==> config.mk <==
export PLATFORM = sky130hd
export DESIGN_NAME = branch_flag_comparator_flat
export DESIGN_NICKNAME = d
export VERILOG_FILES = /design/src/rtl/branch_flag_comparator_pkg.sv /design/src/rtl/branch_flag_comparator_if.sv /design/src/rtl/branch_flag_comparator_chunk_compare.sv /design/src/rtl/branch_flag_comparator.sv /design/src/flat_wrapper.sv
export SDC_FILE = /design/constraint.sdc
export NUM_CORES = 1
export LEC_CHECK = 0
export BUFFER_PORTS_ARGS = -buffer_cell sky130_fd_sc_hd__clkbuf_2
export CORE_AREA = 2 2 90 109
export DETAILED_ROUTE_END_ITERATION = 7
export DIE_AREA = 0 0 92 111
export PLACE_DENSITY = 0.71
export REMOVE_ABC_BUFFERS = 1
export SLEW_MARGIN = 20
export SYNTH_ARGS = -nofsm -noshare
export SYNTH_HDL_FRONTEND = slang
export SYNTH_SLANG_ARGS = --single-unit
==> constraint.sdc <==
create_clock -name CLK -period 2.9 [get_ports CLK]
set_input_delay 0 -clock CLK [delete_from_list [all_inputs] [get_ports CLK]]
set_output_delay 0 -clock CLK [all_outputs]
set_load 0.02 [all_outputs]
==> src/rtl/branch_flag_comparator_pkg.sv <==
// Shared types and constants for the chunk-serial branch flag comparator.
// Holds the flag bit positions, the FSM state encoding and the default sizes.
package branch_flag_comparator_pkg;

  localparam int unsigned DEF_WIDTH = 32;
  localparam int unsigned DEF_CHUNK = 8;
  localparam int unsigned FLAGS_W   = 3;

  localparam int unsigned FLAG_EQ  = 2;
  localparam int unsigned FLAG_LT  = 1;
  localparam int unsigned FLAG_LTU = 0;

  typedef enum logic [1:0] {
    ST_IDLE    = 2'd0,
    ST_COMPARE = 2'd1,
    ST_DONE    = 2'd2
  } state_t;

endpackage

==> src/rtl/branch_flag_comparator_if.sv <==
// Start/busy/done handshake plus operands and the ALUFlags result.
// The master requests comparisons; the slave is the comparator.
interface branch_flag_comparator_if
  import branch_flag_comparator_pkg::*;
#(
  parameter int unsigned WIDTH = DEF_WIDTH
);
  logic               Start;
  logic [WIDTH-1:0]   Src1;
  logic [WIDTH-1:0]   Src2;
  logic               Busy;
  logic               Done;
  logic [FLAGS_W-1:0] ALUFlags;

  modport master (output Start, Src1, Src2, input Busy, Done, ALUFlags);
  modport slave  (input Start, Src1, Src2, output Busy, Done, ALUFlags);
endinterface

==> src/rtl/branch_flag_comparator_chunk_compare.sv <==
// Combinational compare of one CHUNK-bit operand slice.
// Reports whether the slices differ and whether a < b unsigned.
module chunk_compare
  import branch_flag_comparator_pkg::*;
#(
  parameter int unsigned CHUNK = DEF_CHUNK
) (
  input  logic [CHUNK-1:0] a,
  input  logic [CHUNK-1:0] b,
  output logic             neq,
  output logic             ltu
);
  assign neq = (a != b);
  assign ltu = (a < b);
endmodule

==> src/rtl/branch_flag_comparator.sv <==
// Multi-cycle branch flag comparator: walks the operands MSB chunk first,
// stops at the first differing chunk and registers {eq, lt, ltu}.
module branch_flag_comparator
  import branch_flag_comparator_pkg::*;
#(
  parameter int unsigned WIDTH = DEF_WIDTH,
  parameter int unsigned CHUNK = DEF_CHUNK
) (
  input logic                     CLK,
  input logic                     RESET,
  branch_flag_comparator_if.slave bus
);

  localparam int unsigned N     = (CHUNK == 0) ? 1 : WIDTH / CHUNK;
  localparam int unsigned IDX_W = (N > 1) ? $clog2(N) : 1;
  localparam logic [IDX_W-1:0] LAST_IDX = IDX_W'(N - 1);

  generate
    if (CHUNK == 0 || (WIDTH % CHUNK) != 0) begin : g_bad_params
      $error("branch_flag_comparator: CHUNK must be nonzero and divide WIDTH");
    end
  endgenerate

  state_t             state_q, state_d;
  logic [IDX_W-1:0]   idx_q, idx_d;
  logic [WIDTH-1:0]   a_q, a_d, b_q, b_d;
  logic [FLAGS_W-1:0] flags_q, flags_d;
  logic               busy_q, done_q;

  logic               neq, ltu, lt;
  logic [FLAGS_W-1:0] result;

  // Operands are shifted left each step, so the active chunk is always on top.
  chunk_compare #(.CHUNK(CHUNK)) u_chunk (
    .a   (a_q[WIDTH-1 -: CHUNK]),
    .b   (b_q[WIDTH-1 -: CHUNK]),
    .neq (neq),
    .ltu (ltu)
  );

  // Top bits are the true sign bits only at idx 0; a sign mismatch always ends there.
  assign lt = (idx_q == '0 && a_q[WIDTH-1] != b_q[WIDTH-1]) ? a_q[WIDTH-1] : ltu;

  always_ff @(posedge CLK) begin
    if (RESET) begin
      state_q <= ST_IDLE;
      idx_q   <= '0;
      a_q     <= '0;
      b_q     <= '0;
      flags_q <= '0;
      busy_q  <= 1'b0;
      done_q  <= 1'b0;
    end else begin
      state_q <= state_d;
      idx_q   <= idx_d;
      a_q     <= a_d;
      b_q     <= b_d;
      flags_q <= flags_d;
      busy_q  <= (state_d == ST_COMPARE);
      done_q  <= (state_d == ST_DONE);
    end
  end

  always_comb begin
    state_d = state_q;
    idx_d   = idx_q;
    a_d     = a_q;
    b_d     = b_q;
    flags_d = flags_q;
    result  = '0;

    case (state_q)
      ST_IDLE, ST_DONE: begin
        if (bus.Start) begin
          state_d = ST_COMPARE;
          idx_d   = '0;
          a_d     = bus.Src1;
          b_d     = bus.Src2;
        end else begin
          state_d = ST_IDLE;
        end
      end
      ST_COMPARE: begin
        if (neq || idx_q == LAST_IDX) begin
          if (neq) begin
            result[FLAG_LT]  = lt;
            result[FLAG_LTU] = ltu;
          end else begin
            result[FLAG_EQ]  = 1'b1;
          end
          flags_d = result;
          state_d = ST_DONE;
        end else begin
          idx_d = idx_q + IDX_W'(1);
          a_d   = a_q << CHUNK;
          b_d   = b_q << CHUNK;
        end
      end
      default: state_d = ST_IDLE;
    endcase
  end

  assign bus.Busy     = busy_q;
  assign bus.Done     = done_q;
  assign bus.ALUFlags = flags_q;

endmodule

==> src/flat_wrapper.sv <==
// flat-port wrapper written by rule: the top's interface ports become plain ports
module branch_flag_comparator_flat import branch_flag_comparator_pkg::*;
#(
  parameter int unsigned WIDTH = DEF_WIDTH,
  parameter int unsigned CHUNK = DEF_CHUNK
)
  (CLK, RESET, bus_Start, bus_Src1, bus_Src2, bus_Busy, bus_Done, bus_ALUFlags);
  branch_flag_comparator_if #(.WIDTH(WIDTH)) bus_i ();
  input logic CLK;
  input logic RESET;
  input wire logic [$bits(bus_i.Start)-1:0] bus_Start;
  input wire logic [$bits(bus_i.Src1)-1:0] bus_Src1;
  input wire logic [$bits(bus_i.Src2)-1:0] bus_Src2;
  output wire logic [$bits(bus_i.Busy)-1:0] bus_Busy;
  output wire logic [$bits(bus_i.Done)-1:0] bus_Done;
  output wire logic [$bits(bus_i.ALUFlags)-1:0] bus_ALUFlags;
  assign bus_i.Start = bus_Start;
  assign bus_i.Src1 = bus_Src1;
  assign bus_i.Src2 = bus_Src2;
  assign bus_Busy = bus_i.Busy;
  assign bus_Done = bus_i.Done;
  assign bus_ALUFlags = bus_i.ALUFlags;
  branch_flag_comparator #(.WIDTH(WIDTH), .CHUNK(CHUNK)) u_core (.CLK(CLK), .RESET(RESET), .bus(bus_i));
endmodule
* Yosys cells after proc, flatten, opt, wreduce, memory -nomap -nowiden
Index checks and enable logic that the tools add are counted.
** Storage, ports and cells
- Register bits after elaboration :: 73
- Input bits :: 67
- Word-level logic and storage cells :: 41
** Operators by class
- Add/sub/neg operators :: 1
- Magnitude comparators :: 1
- Equal/unequal tests :: 9
- Multiplexer cells :: 15
- Reductions and logical operators :: 8
** Operators with widths (count)
- $mux 32 :: 4
- $pmux 32 s2 :: 2
- $lt 8x8->1 :: 1
- $mux 2 :: 4
- $ne 8x8->1 :: 1
- $pmux 2 s2 :: 2
- $eq 2x2->1 const B :: 3
- $eq 2x1->1 const B :: 2
- $logic_not 2->1 :: 2
- $ne 2x2->1 const B :: 2
- $mux 1 :: 3
- $reduce_and 3->1 :: 1
- $add 2x1->2 const B :: 1
- $reduce_and 2->1 :: 1
- $reduce_bool 2->1 :: 1
- $reduce_or 2->1 :: 1
- $logic_and 1x1->1 :: 1
- $logic_or 1x1->1 :: 1
- $ne 1x1->1 :: 1

* Longest topological paths before layout
Gate-level depths: netlist of the first run.
- Depth after elaboration :: 5
- Gate-level depth with buffers :: 9

* By module
Synthesis of the first run repeated with hierarchy kept, for this count alone.
** Unflattened totals
- Cell total of the unflattened synthesis :: 381
- Area, all modules :: 3226.8 µm²
** By module, submodules not included
- branch_flag_comparator :: times used 1, cells an instance 354, area each 3014.1 µm², sequential area each 1461.4 µm²
- chunk_compare :: times used 1, cells an instance 27, area each 212.7 µm², sequential area each 0.0 µm²

* Worst setup path before layout of the first run
Ideal clock, no wire load.
- Kind :: reg2reg
- From :: register u_core.b_q[31]
- To :: register u_core.a_q[0]
- Setup time :: 0.117 ns
- Arrival :: 1.792 ns
- Data required time :: 2.783 ns
- Slack :: 0.991 ns
- Stages on the path, launching flop included :: 10
- Cell sequence :: dfxtp_1 inv_1 ha_1 nand4_2 nor4_2 nand2b_1 buf_6 nor2_2 buf_6 a22o_1
** Between the ends
- Cells in the longest elaborated chain, start to end :: 4
** Ends and longest elaborated chain
- from (decl) :: RTL line branch_flag_comparator.sv:26 : logic [WIDTH-1:0] a_q, a_d, b_q, b_d;
- from (signal assigned) :: RTL line branch_flag_comparator.sv:49 : b_q <= '0;
- from (signal assigned) :: RTL line branch_flag_comparator.sv:57 : b_q <= b_d;
- $ne 8x8->1 :: RTL line branch_flag_comparator_chunk_compare.sv:13 : assign neq = (a != b);
- $logic_or 1x1->1 :: RTL line branch_flag_comparator.sv:84 : if (neq || idx_q == LAST_IDX) begin
- $ne 2x2->1 (no line)
- $reduce_and 3->1 (no line)
- to (signal assigned) :: RTL line branch_flag_comparator.sv:48 : a_q <= '0;
- to (signal assigned) :: RTL line branch_flag_comparator.sv:56 : a_q <= a_d;
- to (decl) :: RTL line branch_flag_comparator.sv:26
No other way between the ends.
A chain may end at the register's enable or synchronous reset.

* Final worst setup path of the first run
- From :: register u_core.b_q[31]
- To :: register u_core.a_q[18]
Same word-level chain as after synthesis.

==> summary.md, run 1 <==
## Die
* Floorplan Core Area: 9270 µm²
* number of top-level pins: 72
* Die ar.: 10200 µm²
* row cnt: 39
* Die Height: 111 µm
* width of the chip: 92 µm
* starting density of the core: 0.374

## Critical path
* maximum cell stage delay along the critical path: 0.37 ns
* cell class contributing the biggest share of worst-path delay: simple AND/OR/NAND/NOR gates
* Critical Path Start Type: register
* CP max-delay cell: sky130_fd_sc_hd__nor4_2
* required time at the worst-slack endpoint: 3.14 ns
* CP endpoint kind: register
* Crit path buffers/inverters: 2
* critical setup path kind: register to register
* CP cell instances: inv_1, ha_1, nand4_2, nor4_2, nand2b_4, buf_12, nor2_1, a311oi_2
* Crit path arrival time: 2.55 ns
* highest fanout seen on the critical path: 48

## Timing
* count of endpoints failing setup in the final report: 0
* smallest setup slack after layout: 0.592 ns
* final slew viol count: 0
* Post-Route Skew: 0.00488 ns
* fraction of the cycle the final worst path needs: 0.796
* highest attainable clock frequency: 0.433 GHz
* transition time of the tightest slew-check pin: 0.868 ns
* setup repair after global routing missed its margin: false
* endpoints failing hold: 0
* shortest clock period the worst path allows after layout: 2.31 ns
* Slew HR: 0.422

## Final layout
* post-route cell area: 4750 µm²
* combined flip-flop and latch cell area: 1460 µm²
* area delta synth->final: 37.2%
* number of filler instances in the final layout: 849
* non-filler instance count after layout: 620
* number of nets in the final layout: 571
* number of antenna repair diodes: 0
* area of the multi-input gates: 1780 µm²
* fraction of layout instances using a drive strength above 1: 0.288
* final cell utilization of the core: 0.513

## CTS
* clock latency reported for the late side of the worst-skew pair: 0.34 ns
* number of buffers created by CTS: 9
* clock tree from TritonCTS: built
* H-Tree Level Count: 3
* number of buffers on the longest clock path: 2
* number of sinks driven by the clock tree: 73
* Clock Root Buffer: sky130_fd_sc_hd__clkbuf_16
* clock slew at the register clock pins of the worst setup and hold paths: 0.05 ns
* number of post-CTS setup repair buffers: 0

## Logic synthesis
* Synth Instances: 373
* share of synthesized area occupied by flip-flops and latches: 0.422
* number of enable-type register cells in the synthesized netlist: 0
* Synth Cell Area: 3460 µm²
* cell types with the largest area share after synthesis: sky130_fd_sc_hd__dfxtp_1, sky130_fd_sc_hd__a311oi_2, sky130_fd_sc_hd__nand2_1, sky130_fd_sc_hd__nor2_1, sky130_fd_sc_hd__a22o_1
* most used flip-flop cell after synthesis: sky130_fd_sc_hd__dfxtp_1
* post-synth top area share: 0.422
* async set-reset flop share out of synthesis: 0
* Post-synth top cells: sky130_fd_sc_hd__nand2_1, sky130_fd_sc_hd__dfxtp_1, sky130_fd_sc_hd__nor2_1
* Yosys warning count: 0
* number of synthesized register bits: 73
* average cell area after synthesis: 9.29 µm²
* top-count cell post-synth: sky130_fd_sc_hd__nand2_1
* dominant cell type by area after synthesis: sky130_fd_sc_hd__dfxtp_1
* number of distinct library cells after synthesis: 26

## Drt
* drt via density: 4.95
* residual antenna-violating net count after detailed routing: 0
* number of design rule violations left after detail routing: 0
* number of vias after detailed routing: 3068
* detailed-router iteration count before antenna repair: 4
* total wire length after detailed routing: 8320 µm
* wire length per cell after detailed routing: 13.4 µm
* Starting DRT DRC Count: 197

## Placement
* pre-CTS setup slack: 0.622 ns
* post-placement cell count: 542
* HPWL after detailed placement: 4940 µm
* Port Buffer Count: 71
* final RePlAce weighted congestion: 0.798
* total cell area at the placement stage: 3840 µm²

## Outcome
* status: complete, no violations

## Run
* count of max-cap constraint violations: 0

## GRT
* Overall Global Routing Usage: 0.170
* pin count of the biggest net entering global routing: 58
* wire length of the first global-routing pass: 13800 µm
* number of antenna violations at the first check in global routing: 0
* overall overflow remaining after global route: 0
* vias in the first global route: 2999

## Pwr
* Max IR drop VDD: 0.332 mV
* total power density per cell area: 553 nW/µm²
* static leakage: 1.93 nW
* Tot Pwr: 2.63 mW

## Worst hold path
* HP Class: input pin to register

-- worst min-delay path, cell delays in order --
cell	delay (ns)
sky130_fd_sc_hd__buf_2	0.11
sky130_fd_sc_hd__nor2_2	0.14
sky130_fd_sc_hd__a22o_1	0.21
-- path summary, 6_finish.rpt --
check / slack (ns) / cells past startpoint / from / endpoint
worst max-delay path: 0.59 / 8 / u_core.b_q[31] / u_core.a_q[18]
worst max register to register: 0.59 / 8 / u_core.b_q[31] / u_core.a_q[18]
worst min register to register: 0.48 / 1 / u_core.a_q[1] / u_core.a_q[1]
worst min-delay path: 0.18 / 3 / RESET / u_core.a_q[7]
-- state kept, by name, indices dropped and copies added, names as in the netlist --
name	cells
u_core.a_q	32
u_core.b_q	32
u_core.bus.ALUFlags	3
u_core.idx_q	2
u_core.state_q	2
u_core.bus.Busy	1
u_core.bus.Done	1
-- per-stage QoR --
stage	setup TNS [ns]	hold slack, ns
final	0	0.180
after global routing	0	0.215
after CTS	0	0.211
after detailed placement	0	0.214
after global placement	0	0.213
after floorplan	-112.17	0.0679
-- cells by family after synthesis --
group | synth area share
flops | 0.422
mux | 0.00289
compound gates | 0.268
fa+ha+maj | 0.0361
buf+inv | 0.0697
simple gates | 0.202
-- area by class of cell --
class / count / area share
clock buffer: 14 / 0.0556
timing repair buffer: 141 / 0.222
tap: 123 / 0.0324
inverter: 10 / 0.00790
sequential: 73 / 0.308
multi-input combinational: 259 / 0.375
-- cells in the final DEF, fill, tap and decap left out, types with 6 or more instances in the layout --
master,count
sky130_fd_sc_hd__a21oi_1,6
sky130_fd_sc_hd__a22o_1,18
sky130_fd_sc_hd__a311oi_2,48
sky130_fd_sc_hd__clkbuf_16,9
sky130_fd_sc_hd__clkbuf_2,70
sky130_fd_sc_hd__dfxtp_1,73
sky130_fd_sc_hd__dlygate4sd3_1,64
sky130_fd_sc_hd__ha_1,10
sky130_fd_sc_hd__inv_1,10
sky130_fd_sc_hd__nand2_1,99
sky130_fd_sc_hd__nor2_1,56
-- routing by layer --
metal | vias up | GRT usage | part of all wire
met3 | 31 | 0.0347 | 0.033
li1 | 1546 | - | -
met1 | 1421 | 0.187 | 0.42
met4 | 0 | 0.109 | 0.041
met5 | - | 0 | 0
met2 | 70 | 0.295 | 0.51
-- report_power, final --
part	internal [mW]	switching [mW]	total (mW)
Clock	0.617	0.391	1.01
Combinational	0.232	0.257	0.489
Sequential	1.09	0.0426	1.13
-- what timing repair did --
| item | 4_1_cts | 5_1_grt |
|---|---|---|
| hold buffers | 64 | 0 |
| resized for setup | 0 | 0 |
| endpoints found under the hold margin | 64 | 0 |
No activity file was read; power rests on OpenSTA's default activity.
==> run 2, diff against run 1 <==
--- a/config.mk
+++ b/config.mk
@@ -9,7 +9,7 @@
 export CORE_AREA = 2 2 90 109
 export DETAILED_ROUTE_END_ITERATION = 7
 export DIE_AREA = 0 0 92 111
-export PLACE_DENSITY = 0.71
+export PLACE_DENSITY = 0.73
 export REMOVE_ABC_BUFFERS = 1
 export SLEW_MARGIN = 20
 export SYNTH_ARGS = -nofsm -noshare
==> constraint.sdc (replaced) <==
create_clock -name CLK -period 2.04 [get_ports CLK]
set_input_delay 0 -clock CLK [delete_from_list [all_inputs] [get_ports CLK]]
set_output_delay 0 -clock CLK [all_outputs]
set_load 0.02 [all_outputs]
==> run 2 against run 1 <==
Compared with the run above: setup slack got worse by 0.54 ns; worst hold slack gained 0.027 ns; largest cell class unchanged; sequential cell count unchanged; largest power group unchanged; critical endpoint is now u_core.a_q[2].
==> summary.md, run 2 (synthesis gave the netlist of run 1 again) <==
## Outcome
* status: complete, no violations

## Drt
* drt via density: 5.19, +4.8%
* metal3 WL: 338 µm, +23%
* number of vias after detailed routing: 3309, +7.9%
* number of design rule violations left after detail routing: 0, unchanged
* total wire length after detailed routing: 9700 µm, +17%
* residual antenna-violating net count after detailed routing: 0, unchanged
* met2 wirelength from detailed routing: 5040 µm, +19%
* sum of routed wire segments on met1: 3860 µm, +12%
* top layer reached by signal wires: met4
* wire length per cell after detailed routing: 15.2 µm, +13%
* detailed-router iteration count before antenna repair: 4, unchanged
* Starting DRT DRC Count: 265, +35%

## Critical path
* highest fanout seen on the critical path: 16, -67%
* worst reg2reg endpoint: u_core.a_q[2]
* Crit path arrival time: 2.21 ns, -0.34 ns
* minimum setup slack among reg-to-reg paths: 0.05 ns, -0.54 ns
* required time at the worst-slack endpoint: 2.26 ns, -0.88 ns
* launching element of the worst setup path: u_core.b_q[31]
* cell depth of the worst flop-to-flop path: 9, +1
* Critical Path Start Type: register
* end point of the critical path: u_core.a_q[2]
* FF-to-FF Start: u_core.b_q[31]
* critical setup path kind: register to register
* CP endpoint kind: register

## CTS
* H-Tree Level Count: 3, unchanged
* clock slew at the register clock pins of the worst setup and hold paths: 0.05 ns, about the same
* clock latency reported for the late side of the worst-skew pair: 0.33 ns, about the same
* number of buffers created by CTS: 9, unchanged
* clock tree from TritonCTS: built
* Clock Root Buffer: sky130_fd_sc_hd__clkbuf_16
* number of sinks driven by the clock tree: 73, unchanged
* number of buffers on the longest clock path: 2, unchanged

## Pwr
* switching pwr: 1.04 mW, +51%
* clock power share: 0.352, -0.032
* total internal power: 2.79 mW, +44%
* relative contribution of combinational cells to total power: 0.227, +0.041
* Reg power frac: 0.420, -0.010
* static leakage: 2.06 nW, +6.6%
* total power density per cell area: 751 nW/µm², +36%
* Sw Share: 0.272, +0.00888
* Max IR drop VDD: 0.395 mV, +19%

## Timing
* highest attainable clock frequency: 0.503 GHz, +16%
* final worst hold slack: 0.207 ns, +0.0268 ns
* endpoints failing hold: 0, unchanged
* fraction of the cycle the final worst path needs: 0.974, +0.178
* Slew HR: 0.521, +0.0990
* transition time of the tightest slew-check pin: 0.718 ns, -0.149 ns
* final slew viol count: 0, unchanged
* setup tns final: 0 ns, unchanged
* shortest clock period the worst path allows after layout: 1.99 ns, -0.322 ns
* Post-Route Skew: 0.00384 ns, -0.00104 ns
* count of endpoints failing setup in the final report: 0, unchanged

## GRT
* pin count of the biggest net entering global routing: 54, -6.9%
* wire length of the first global-routing pass: 15500 µm, +12%
* Overall Global Routing Usage: 0.190, +0.0203
* number of antenna violations at the first check in global routing: 1, +1
* overall overflow remaining after global route: 0, unchanged
* vias in the first global route: 3419, +14%

## Die
* Die ar.: 10200 µm², unchanged
* width of the chip: 92 µm, unchanged
* Floorplan Core Area: 9270 µm², unchanged
* number of top-level pins: 72, unchanged
* Die Height: 111 µm, unchanged
* starting density of the core: 0.374, unchanged
* row cnt: 39, unchanged

## Worst hold path
* HP Class: input pin to register

## Placement
* HPWL after detailed placement: 5020 µm, +1.6%
* final RePlAce weighted congestion: 0.768, -3.8%
* total cell area at the placement stage: 3920 µm², +2.0%
* Port Buffer Count: 71, unchanged

## Final layout
* leading cell type in the layout, fill and taps excluded: sky130_fd_sc_hd__nand2_1
* number of nets in the final layout: 588, +3.0%
* area delta synth->final: 47.4%
* commonest cells after routing, fill and taps aside: sky130_fd_sc_hd__nand2_1, sky130_fd_sc_hd__dfxtp_1, sky130_fd_sc_hd__clkbuf_2
* fraction of layout instances using a drive strength above 1: 0.327, +0.0391
* post-route cell area: 5110 µm², +7.5%

## Run
* count of max-cap constraint violations: 0, unchanged

run 2: changes by cell type in the layout (fill, tap and decap cells not counted), sizes merged:
cell    change
buf        +15
clkinv      +1
diode       +1
clkbuf      +1
run 2: repair_timing:
| item | in CTS | in global routing |
|---|---|---|
| setup endpoints to repair | 48 | 65 |
| pin swaps | 1 | 6 |
| hold buffers | 64 | 0 |
| gates resized for setup | 3 | 14 |
| buffers inserted | 3 | 2 |
| cloned | 2 | 2 |
| endpoints found under the hold margin | 64 | 0 |
run 2: worst min path at each step:
stage	start	to	cells after the start
6_report	RESET	u_core.b_q[0]	3
5_1_grt	RESET	u_core.a_q[3]	3
4_1_cts	RESET	u_core.a_q[6]	3
3_5_place_dp	bus_Src2[2]	u_core.b_q[2]	2
3_3_place_gp	bus_Src2[2]	u_core.b_q[2]	2
2_1_floorplan	RESET	u_core.a_q[10]	1
run 2: power by group through the flow:
stage	Sequential (mW)	Combinational (mW)	Clock, mW
after detailed placement	1.63	0.632	0
final	1.61	0.873	1.35
after floorplan	1.63	0.412	0
after global routing	1.62	0.949	1.42
after global placement	1.63	0.616	0
after CTS	1.60	0.786	1.38
run 2: final cells by class:
class / count / area [µm²]
Fill cell: 764 / 4170
Clock inverter: 1 / 5.00
Antenna cell: 1 / 2.50
Clock buffer: 13 / 240
Multi-Input combinational cell: 259 / 1890
Timing Repair Buffer: 158 / 1320
Sequential cell: 73 / 1460
Tap cell: 123 / 154
Inverter: 10 / 37.5
run 2: routing by layer:
| layer | vias up | global-route usage |
|---|---|---|
| li1 | 1586 | - |
| met1 | 1577 | 0.212 |
| met2 | 105 | 0.326 |
| met3 | 41 | 0.0354 |
| met4 | 0 | 0.126 |
| met5 | - | 0 |
run 2: per-stage QoR:
| step | utilization | instances | power, mW | setup slack, ns |
|---|---|---|---|---|
| 2_1_floorplan | - | 342 | 2.04 | -2.88 |
| 3_3_place_gp | 0.423 | 550 | 2.24 | 0.0382 |
| 3_5_place_dp | 0.423 | 550 | 2.26 | -0.0551 |
| 4_1_cts | 0.532 | 633 | 3.76 | 0.00621 |
| 5_1_grt | 0.551 | 638 | 3.99 | -0.0419 |
| 6_report | 0.551 | 638 | 3.84 | 0.0539 |
run 2: critical path: stages (launching register included):
cell                       delay (ns)
sky130_fd_sc_hd__dfxtp_1         0.34
sky130_fd_sc_hd__inv_1           0.09
sky130_fd_sc_hd__ha_4            0.28
sky130_fd_sc_hd__nand4_4         0.11
sky130_fd_sc_hd__nor4_4          0.24
sky130_fd_sc_hd__nand2b_4        0.23
sky130_fd_sc_hd__buf_4           0.14
sky130_fd_sc_hd__nor2_2          0.03
sky130_fd_sc_hd__buf_6           0.17
sky130_fd_sc_hd__a22o_1          0.24
==> run 3, diff against run 2 <==
--- a/config.mk
+++ b/config.mk
@@ -6,12 +6,14 @@
 export NUM_CORES = 1
 export LEC_CHECK = 0
 export BUFFER_PORTS_ARGS = -buffer_cell sky130_fd_sc_hd__clkbuf_2
-export CORE_AREA = 2 2 90 109
+export CORE_AREA = 2 2 87 105
 export DETAILED_ROUTE_END_ITERATION = 7
-export DIE_AREA = 0 0 92 111
-export PLACE_DENSITY = 0.73
+export DIE_AREA = 0 0 89 107
+export PLACE_DENSITY = 0.74
 export REMOVE_ABC_BUFFERS = 1
+export SKIP_CTS_REPAIR_TIMING = 1
 export SLEW_MARGIN = 20
 export SYNTH_ARGS = -nofsm -noshare
 export SYNTH_HDL_FRONTEND = slang
+export SYNTH_HIERARCHICAL = 1
 export SYNTH_SLANG_ARGS = --single-unit
==> run 3 against run 2 <==
Compared with the run above: the flow now finishes with violations (negative setup slack); setup slack got worse by 0.14 ns; via count rose by 1.9%; power fell by 8.0%; largest power group unchanged; die area fell by 6.7%; global-route usage fell by 1.9 points; critical path depth did not move; register-to-register slack got worse by 0.14 ns; worst hold slack got worse by 0.13 ns; clock skew rose by 0.0048 ns; design area fell by 3.7%; routed wire length fell by 1.9%; first-iteration DRC count rose by 16%.
==> summary.md, run 3 <==
## Critical path
* CP max-delay cell: sky130_fd_sc_hd__dfxtp_2
* highest fanout seen on the critical path: 13, -3
* Crit path arrival time: 2.38 ns, +0.17 ns
* CP endpoint kind: register
* Critical Path Start Type: register
* required time at the worst-slack endpoint: 2.29 ns, +0.03 ns
* CP cell instances: inv_1, ha_4, nand4_1, or2_4, nor4b_4, buf_6, buf_6, nor3_1, a311oi_1
* maximum cell stage delay along the critical path: 0.33 ns, about the same
* critical setup path kind: register to register
* CP most frequent cell: sky130_fd_sc_hd__buf_6
* cell depth of the worst flop-to-flop path: 9, unchanged

## CTS
* clock slew at the register clock pins of the worst setup and hold paths: 0.07 ns, +0.02 ns
* Clock Root Buffer: sky130_fd_sc_hd__clkbuf_8
* H-Tree Level Count: 3, unchanged
* number of sinks driven by the clock tree: 73, unchanged
* number of buffers created by CTS: 9, unchanged
* clock latency reported for the late side of the worst-skew pair: 0.36 ns, +0.03 ns
* number of buffers on the longest clock path: 2, unchanged
* clock tree from TritonCTS: built

## Outcome
* violated checks: negative setup slack
* status: finished with violations

## Timing
* shortest clock period the worst path allows after layout: 2.13 ns, +0.141 ns
* final worst hold slack: 0.0796 ns, -0.127 ns
* Post-Route Skew: 0.00859 ns, +0.00476 ns
* smallest setup slack after layout: -0.0867 ns, -0.141 ns
* endpoints failing hold: 0, unchanged
* count of endpoints failing setup in the final report: 52, +52
* setup repair after global routing missed its margin: true
* transition time of the tightest slew-check pin: 0.423 ns, -0.295 ns
* final slew viol count: 0, unchanged
* fraction of the cycle the final worst path needs: 1.04, +0.0689
* highest attainable clock frequency: 0.470 GHz, -6.6%
* Slew HR: 0.717, +0.197

## Pwr
* relative contribution of combinational cells to total power: 0.223, -0.004
* static leakage: 2.02 nW, -2.0%
* clock power share: 0.320, -0.032
* switching pwr: 0.946 mW, -9.4%
* total power density per cell area: 718 nW/µm², -4.4%
* Reg power frac: 0.457, +0.037
* Max IR drop VDD: 0.397 mV, +0.43%
* Sw Share: 0.268, -0.00416
* total internal power: 2.59 mW, -7.4%
* Tot Pwr: 3.53 mW, -8.0%

## Logic synthesis
* Yosys warning count: 6, +6
* share of synthesized area occupied by flip-flops and latches: 0.453, +0.0311
* number of distinct library cells after synthesis: 31, +19%
* most used flip-flop cell after synthesis: sky130_fd_sc_hd__dfxtp_1
* average cell area after synthesis: 8.47 µm², -8.8%
* dominant cell type by area after synthesis: sky130_fd_sc_hd__dfxtp_1
* Synth Cell Area: 3230 µm², -6.9%
* cell types with the largest area share after synthesis: sky130_fd_sc_hd__dfxtp_1, sky130_fd_sc_hd__a311oi_1, sky130_fd_sc_hd__nand2_1, sky130_fd_sc_hd__nor3_1, sky130_fd_sc_hd__a22o_1
* top-count cell post-synth: sky130_fd_sc_hd__nand2_1
* Post-synth top cells: sky130_fd_sc_hd__nand2_1, sky130_fd_sc_hd__dfxtp_1, sky130_fd_sc_hd__nor3_1
* number of enable-type register cells in the synthesized netlist: 0, unchanged
* post-synth top area share: 0.453, +0.0311
* Synth Instances: 381, +2.1%
* async set-reset flop share out of synthesis: 0, unchanged
* number of synthesized register bits: 73, unchanged

## Run
* count of max-cap constraint violations: 0, unchanged

## Drt
* drt via density: 5.24, +1.1%
* residual antenna-violating net count after detailed routing: 0, unchanged
* wire length per cell after detailed routing: 14.8 µm, -2.6%
* number of vias after detailed routing: 3372, +1.9%
* number of design rule violations left after detail routing: 0, unchanged
* detailed-router iteration count before antenna repair: 5, +1
* total wire length after detailed routing: 9520 µm, -1.9%
* Starting DRT DRC Count: 307, +16%

## Final layout
* post-route cell area: 4920 µm², -3.7%
* commonest cells after routing, fill and taps aside: sky130_fd_sc_hd__nand2_1, sky130_fd_sc_hd__clkbuf_2, sky130_fd_sc_hd__dfxtp_1
* area delta synth->final: 52.3%
* number of antenna repair diodes: 0, -1
* combined flip-flop and latch cell area: 1470 µm², +0.26%
* number of filler instances in the final layout: 760, -0.52%
* leading cell type in the layout, fill and taps excluded: sky130_fd_sc_hd__nand2_1
* fraction of layout instances using a drive strength above 1: 0.278, -0.0493
* number of nets in the final layout: 599, +1.9%
* area of the multi-input gates: 1690 µm², -10%

## Die
* width of the chip: 89 µm, -3.3%
* Die ar.: 9520 µm², -6.7%
* Die Height: 107 µm, -3.6%
* number of top-level pins: 72, unchanged
* starting density of the core: 0.379, +0.00513
* Floorplan Core Area: 8520 µm², -8.1%
* row cnt: 37, -5.1%

## GRT
* wire length of the first global-routing pass: 12800 µm, -18%
* overall overflow remaining after global route: 0, unchanged
* pin count of the biggest net entering global routing: 53, -1.9%
* vias in the first global route: 2996, -12%
* Overall Global Routing Usage: 0.171, -0.0192
* number of antenna violations at the first check in global routing: 0, -1

## Worst hold path
* HP Class: input pin to register
* number of stages on the worst hold path: 2, -1

## Placement
* Port Buffer Count: 71, unchanged
* HPWL after detailed placement: 5370 µm, +7.0%
* final RePlAce weighted congestion: 0.866, +13%
* total cell area at the placement stage: 3780 µm², -3.6%

## run 3: routing by layer
layer  global-route usage  wire (µm)  vias up
met2                0.280       4820      125
met4               0.0970        364        0
met1                0.201       3850     1555
li1                     -          -     1661
met5                    0          0        -
met3               0.0400        487       31
## run 3: cell families after synthesis
kind of cell | after synthesis | synth area share
and+or+nand+nor | 170 | 0.240
AOI/OAI and AO/OA | 79 | 0.205
DFF | 73 | 0.453
buffers and inverters | 49 | 0.0632
adders and majority gates | 10 | 0.0388
## run 3: final timing paths
path / to / startpoint / slack [ns]
worst max-delay path: u_core/a_q[9] / u_core/b_q[29] / -0.09
worst min-delay path: u_core/b_q[25] / RESET / 0.08
worst max register to register: u_core/a_q[9] / u_core/b_q[29] / -0.09
worst min register to register: u_core/b_q[28] / u_core/b_q[20] / 0.48
## run 3: through the flow
stage               instances  setup slack [ns]   util  TNS [ns]
finish                    643           -0.0867  0.577     -3.15
global route              643            -0.133  0.577     -6.18
CTS                       568            -0.334  0.466    -15.10
detailed placement        553            -0.302  0.443    -13.63
global placement          553            -0.192  0.443     -8.96
floorplan                 342             -1.73      -   -108.33
## run 3: power by group through the flow
| stage | clock network (mW) | logic [mW] | registers [mW] |
|---|---|---|---|
| after floorplan | 0 | 0.335 | 1.63 |
| after detailed placement | 0 | 0.578 | 1.63 |
| final | 1.13 | 0.786 | 1.61 |
| after global placement | 0 | 0.562 | 1.63 |
| after CTS | 1.16 | 0.580 | 1.60 |
| after global routing | 1.22 | 0.857 | 1.63 |
## run 3: final cells by class
cell class,instances,share of cell area
tap,117,0.0298
timing repair buffer,169,0.280
inverter,10,0.00764
sequential,73,0.299
clock inverter,3,0.00814
multi-input combinational,259,0.344
clock buffer,12,0.0316
## run 3: worst max-delay path, delay by kind of cell (launching register included)
family,cells,cell delay (ns)
flops,1,0.33
buf+inv,3,0.43
fa+ha+maj,1,0.26
simple gates,4,0.72
compound gates,1,0.26
